## config.mk

```make
export PLATFORM = sky130hd
export DESIGN_NAME = avst_rr_arbiter
export DESIGN_NICKNAME = d
export VERILOG_FILES = /design/src/rtl/avst_rr_arbiter.sv
export SDC_FILE = /design/constraint.sdc
export NUM_CORES = 1
export LEC_CHECK = 0
export BUFFER_PORTS_ARGS = -buffer_cell sky130_fd_sc_hd__buf_2
export CAP_MARGIN = 20
export CORE_MARGIN = 3
export CORE_UTILIZATION = 50
export CTS_CLUSTER_SIZE = 40
export DETAILED_ROUTE_END_ITERATION = 8
export PLACE_DENSITY = 0.87
export SKIP_LAST_GASP = 1
export SLEW_MARGIN = 20
export SYNTH_ARGS = -nofsm -noshare
export SYNTH_HDL_FRONTEND = slang
export SYNTH_SLANG_ARGS = --single-unit
```

## constraint.sdc

```tcl
create_clock -name clk -period 5.7 [get_ports clk]
set_input_delay 0.57 -clock clk [delete_from_list [all_inputs] [get_ports clk]]
set_output_delay 0.57 -clock clk [all_outputs]
set_load 0.1 [all_outputs]
```

## src/rtl/avst_rr_arbiter.sv

```systemverilog
// Round-robin arbiter merging NUM_REQ Avalon-ST sources into one FIFO write port.
// Grants last up to MAX_BURST beats; per-requester saturating beat counters are exported.
module avst_rr_arbiter #(
  parameter int unsigned WIDTH     = 32,
  parameter int unsigned NUM_REQ   = 4,
  parameter int unsigned MAX_BURST = 4,
  parameter int unsigned CNT_W     = 16
) (
  input  logic                         clk,
  input  logic                         rst,
  input  logic                         arb_en,
  input  logic [NUM_REQ*WIDTH-1:0]     src_data,
  input  logic [NUM_REQ-1:0]           src_valid,
  output logic [NUM_REQ-1:0]           src_ready,
  output logic [WIDTH-1:0]             snk_data,
  output logic                         snk_valid,
  input  logic                         snk_ready,
  output logic [$clog2(NUM_REQ)-1:0]   grant_id,
  output logic                         busy,
  output logic [NUM_REQ*CNT_W-1:0]     beat_total
);

  localparam int unsigned ID_W = $clog2(NUM_REQ);
  localparam int unsigned BC_W = (MAX_BURST > 1) ? $clog2(MAX_BURST) : 1;
  localparam logic [BC_W-1:0] LAST_BEAT = BC_W'(MAX_BURST - 1);
  localparam logic [CNT_W-1:0] CNT_MAX = '1;

  typedef enum logic [0:0] {StIdle, StXfer} state_e;

  state_e            state_q;
  logic [ID_W-1:0]   grant_q;
  logic [ID_W-1:0]   last_grant_q;
  logic [BC_W-1:0]   beat_cnt_q;
  logic [CNT_W-1:0]  total_q [NUM_REQ];

  logic              sel_valid;
  logic [WIDTH-1:0]  sel_data;
  logic              active;
  logic              xfer;

  // First requesting index after 'last', wrapping modulo NUM_REQ.
  function automatic logic [ID_W-1:0] rr_pick(input logic [NUM_REQ-1:0] req,
                                               input logic [ID_W-1:0]    last);
    logic [ID_W-1:0] pick;
    int              idx;
    pick = last;
    for (int k = int'(NUM_REQ); k >= 1; k--) begin
      idx = int'(last) + k;
      if (idx >= int'(NUM_REQ)) idx = idx - int'(NUM_REQ);
      if (req[idx]) pick = ID_W'(idx);
    end
    return pick;
  endfunction

  always_comb begin
    sel_valid = 1'b0;
    sel_data  = '0;
    for (int i = 0; i < int'(NUM_REQ); i++) begin
      if (grant_q == ID_W'(i)) begin
        sel_valid = src_valid[i];
        sel_data  = src_data[i*WIDTH +: WIDTH];
      end
    end
  end

  // Gating with rst keeps a mid-burst reset cycle from handshaking.
  assign active    = (state_q == StXfer) && rst;
  assign xfer      = active && sel_valid && snk_ready;
  assign snk_valid = active && sel_valid;
  assign snk_data  = sel_data;
  assign busy      = (state_q == StXfer);
  assign grant_id  = grant_q;

  always_comb begin
    src_ready  = '0;
    beat_total = '0;
    for (int i = 0; i < int'(NUM_REQ); i++) begin
      src_ready[i]               = active && snk_ready && (grant_q == ID_W'(i));
      beat_total[i*CNT_W +: CNT_W] = total_q[i];
    end
  end

  always_ff @(posedge clk) begin
    if (!rst) begin
      state_q      <= StIdle;
      grant_q      <= '0;
      last_grant_q <= ID_W'(NUM_REQ - 1);
      beat_cnt_q   <= '0;
      for (int i = 0; i < int'(NUM_REQ); i++) total_q[i] <= '0;
    end else begin
      for (int i = 0; i < int'(NUM_REQ); i++) begin
        if (xfer && (grant_q == ID_W'(i)) && (total_q[i] != CNT_MAX)) begin
          total_q[i] <= total_q[i] + 1'b1;
        end
      end
      case (state_q)
        StIdle: begin
          if (arb_en && |src_valid) begin
            grant_q    <= rr_pick(src_valid, last_grant_q);
            beat_cnt_q <= '0;
            state_q    <= StXfer;
          end
        end
        StXfer: begin
          if (!sel_valid) begin
            state_q      <= StIdle;
            last_grant_q <= grant_q;
          end else if (snk_ready) begin
            beat_cnt_q <= beat_cnt_q + 1'b1;
            if (beat_cnt_q == LAST_BEAT) begin
              state_q      <= StIdle;
              last_grant_q <= grant_q;
            end
          end
        end
        default: state_q <= StIdle;
      endcase
    end
  end

endmodule
```

==> flow_metrics.env <==
export IMPL_status="finished clean"
export IMPL_synth_xor_xnor_area_share=0.105
export IMPL_drv_slew=0
export IMPL_ys_seq_area_frac=0.441
export IMPL_synth_top_area_cell="edfxtp_1"
export IMPL_synth_seq_cells=71
export IMPL_cts_hold_buf=0
export IMPL_total_leakage_power_nw=2.45
export IMPL_cts_root_buf="clkbuf_8"
export IMPL_regArea_um2=2060
export IMPL_placed_area_um2=5890
export IMPL_dp_hpwl_mm=11.8
export IMPL_fmax_ghz=0.330
export IMPL_synth_most_common_cell="nor2_1"
export IMPL_synth_edff_count=64
export IMPL_numPortBuffers=239
export IMPL_synth_fp_nets=557
export IMPL_final_setup_tns_ps=0
export IMPL_multi_input_area_um2=2420
export IMPL_drive_gt1_frac=0.456
export IMPL_place_congestion=0.887
export IMPL_critPathRequiredTime_ps=5130
export IMPL_place_inst=746
export IMPL_wl_per_cell_um=19.1
export IMPL_h_tree_depth=3
export IMPL_cp_start_kind="flip-flop"
export IMPL_die_area_um2=10600
export IMPL_syn_to_final_growth_pct=29.5
export IMPL_synth_compound_area_share=0.0273
export IMPL_clkTransAtPathRegs_ps=70
export IMPL_die_w_um=103
export IMPL_cts_tree="done"
export IMPL_dr_total_vias=4451
export IMPL_rows=34
export IMPL_grtUsageTotal=0.262
export IMPL_hold_class="reg -> reg"
export IMPL_synth_mux_area_frac=0.163
export IMPL_worstSkewPairLatency_ps=340
export IMPL_netlist_area_um2=4680
export IMPL_fin_skew_ps=8.90
export IMPL_cts_resized=0
export IMPL_drt_iter0_markers=220
export IMPL_yosys_top_cells_count="78 x nor2_1, 64 x edfxtp_1, 46 x xnor2_1"
export IMPL_critical_path_class="reg -> out"
export IMPL_synth_top_family_by_area="simple AND/OR/NAND/NOR gates"
export IMPL_synth_top_area_share=0.411
export IMPL_ys_warn_count=0
export IMPL_stdcell_area_um2=6060
export IMPL_postCtsSetupBuffers=0
export IMPL_routed_wirelength_mm=14.6
export IMPL_synthSimpleGateAreaFrac=0.209
export IMPL_drc=0
export IMPL_end_kind="output pin"
export IMPL_setup_violations=0
export IMPL_peakVddDrop_uv=183
export IMPL_antenna_left=0
export IMPL_dr_pass1_iters=5
export IMPL_synth_area_leaders="edfxtp_1 41%, mux4_2 16%, xnor2_1 8.6%"
export IMPL_period_share=0.531
export IMPL_grt_first_pass_wirelength_mm=21.3
export IMPL_core_um2=8890
export IMPL_synthFlopType="edfxtp_1"
export IMPL_slew_headroom=0.354
export IMPL_nNetsFinal=790
export IMPL_clkSinkCount=71
export IMPL_hold_violations=0
export IMPL_grt_pass1_vias=4310
export IMPL_initial_core_util=0.526
export IMPL_fp_dieH_um=103
export IMPL_cap_viol_max_count=0
export IMPL_synth_adder_area_share=0.0134
export IMPL_crit_fanout=42
export IMPL_cts_buffers=9
export IMPL_antenna_found_initial=1
export IMPL_gr_total_overflow=0
export IMPL_cts_path_max_buffers=2
export IMPL_async_flop_share=0
export IMPL_power_density_nw_per_um2=258
export IMPL_synth_cell_types=47
export IMPL_grt_max_degree=43
export IMPL_syn_area_per_cell_um2=11.2
export IMPL_via_per_inst=5.83
export IMPL_min_period_ps=3030
export IMPL_syn_inst=416
export IMPL_fin_cells=764
export IMPL_ios=240
export IMPL_critPathArrivalTime_ps=2460
export IMPL_worst_slew_pin_slew_ps=969
export IMPL_rsz0062_at_grt="false"
export IMPL_nFillCells=664
==> final cells by class <==
type / instances / area share
Sequential cell: 71 / 0.341
Multi-Input combinational cell: 310 / 0.400
Timing Repair Buffer: 240 / 0.199
Clock inverter: 6 / 0.00640
Inverter: 17 / 0.0105
Tap cell: 108 / 0.0223
Antenna cell: 3 / 0.00124
Clock buffer: 9 / 0.0204
==> power breakdown <==
| group | internal [mW] | leakage (nW) | switching [mW] |
|---|---|---|---|
| Clock | 0.154 | 0.0809 | 0.185 |
| Combinational | 0.134 | 1.65 | 0.463 |
| Sequential | 0.588 | 0.719 | 0.0379 |
| Total | 0.875 | 2.45 | 0.686 |
==> through the flow <==
stage | power (mW) | hold slack, ps | setup WS [ps] | utilization
6_report | 1.56 | 486 | 2670 | 0.681
5_1_grt | 1.61 | 504 | 2580 | 0.681
4_1_cts | 1.57 | 484 | 2660 | 0.681
3_5_place_dp | 1.23 | 474 | 3010 | 0.662
3_3_place_gp | 1.23 | 460 | 3110 | 0.662
2_1_floorplan | 1.12 | 452 | 1760 | -
==> final timing paths <==
kind,cells past startpoint,endpoint,slack [ps],start
setup / recovery,3,snk_valid,2670,grant_id[1]
hold / removal,2,beat_cnt_q[1],490,beat_cnt_q[1]
setup reg to reg,4,total_q[1][14],3000,grant_id[1]
hold reg to reg,2,beat_cnt_q[1],490,beat_cnt_q[1]
==> cells by family (layout without fill, tap and decap cells) <==
kind of cell	Yosys count	after routing
AO/OA/AOI/OAI	19	19
XOR/XNOR	56	56
adder cells (fa/ha/maj)	5	5
buffers and inverters	35	272
flip-flops	71	71
multiplexers	35	35
other	0	3
AND/OR/NAND/NOR	195	195
==> placed cells by master (no fill, tap or decap), types with 3 or more instances in the layout <==
cell type	count
nand2b_1	3
ha_1	5
nand4_1	18
o21ai_0	3
nand2_1	23
buf_2	239
xnor2_1	46
nand3_1	24
inv_1	17
dfxtp_1	5
nor2_1	78
edfxtp_1	64
mux4_2	33
and3_1	5
diode_2	3
nor3_1	13
xor2_1	10
clkbuf_8	9
nor4_1	19
a21oi_1	5
clkinv_2	3
==> sequential cells by signal, summed over array words and instances (netlist names) <==
name,cells
total_q,64
grant_id,2
beat_cnt_q,2
last_grant_q,2
busy,1
==> worst max-delay path: stages (launching register included) <==
cell,delay [ps]
dfxtp_2,970
mux4_2,640
and3_1,200
buf_2,300
==> metal layers <==
metal	vias to the layer above	global-route usage	part of all wire	routed length, um
li1	2032	-	-	-
met1	2134	0.309	0.36	5320
met2	241	0.460	0.52	7580
met3	44	0.0406	0.073	1070
met4	0	0.138	0.043	625
met5	-	0	0	0
(Power assumes the default switching activity.)
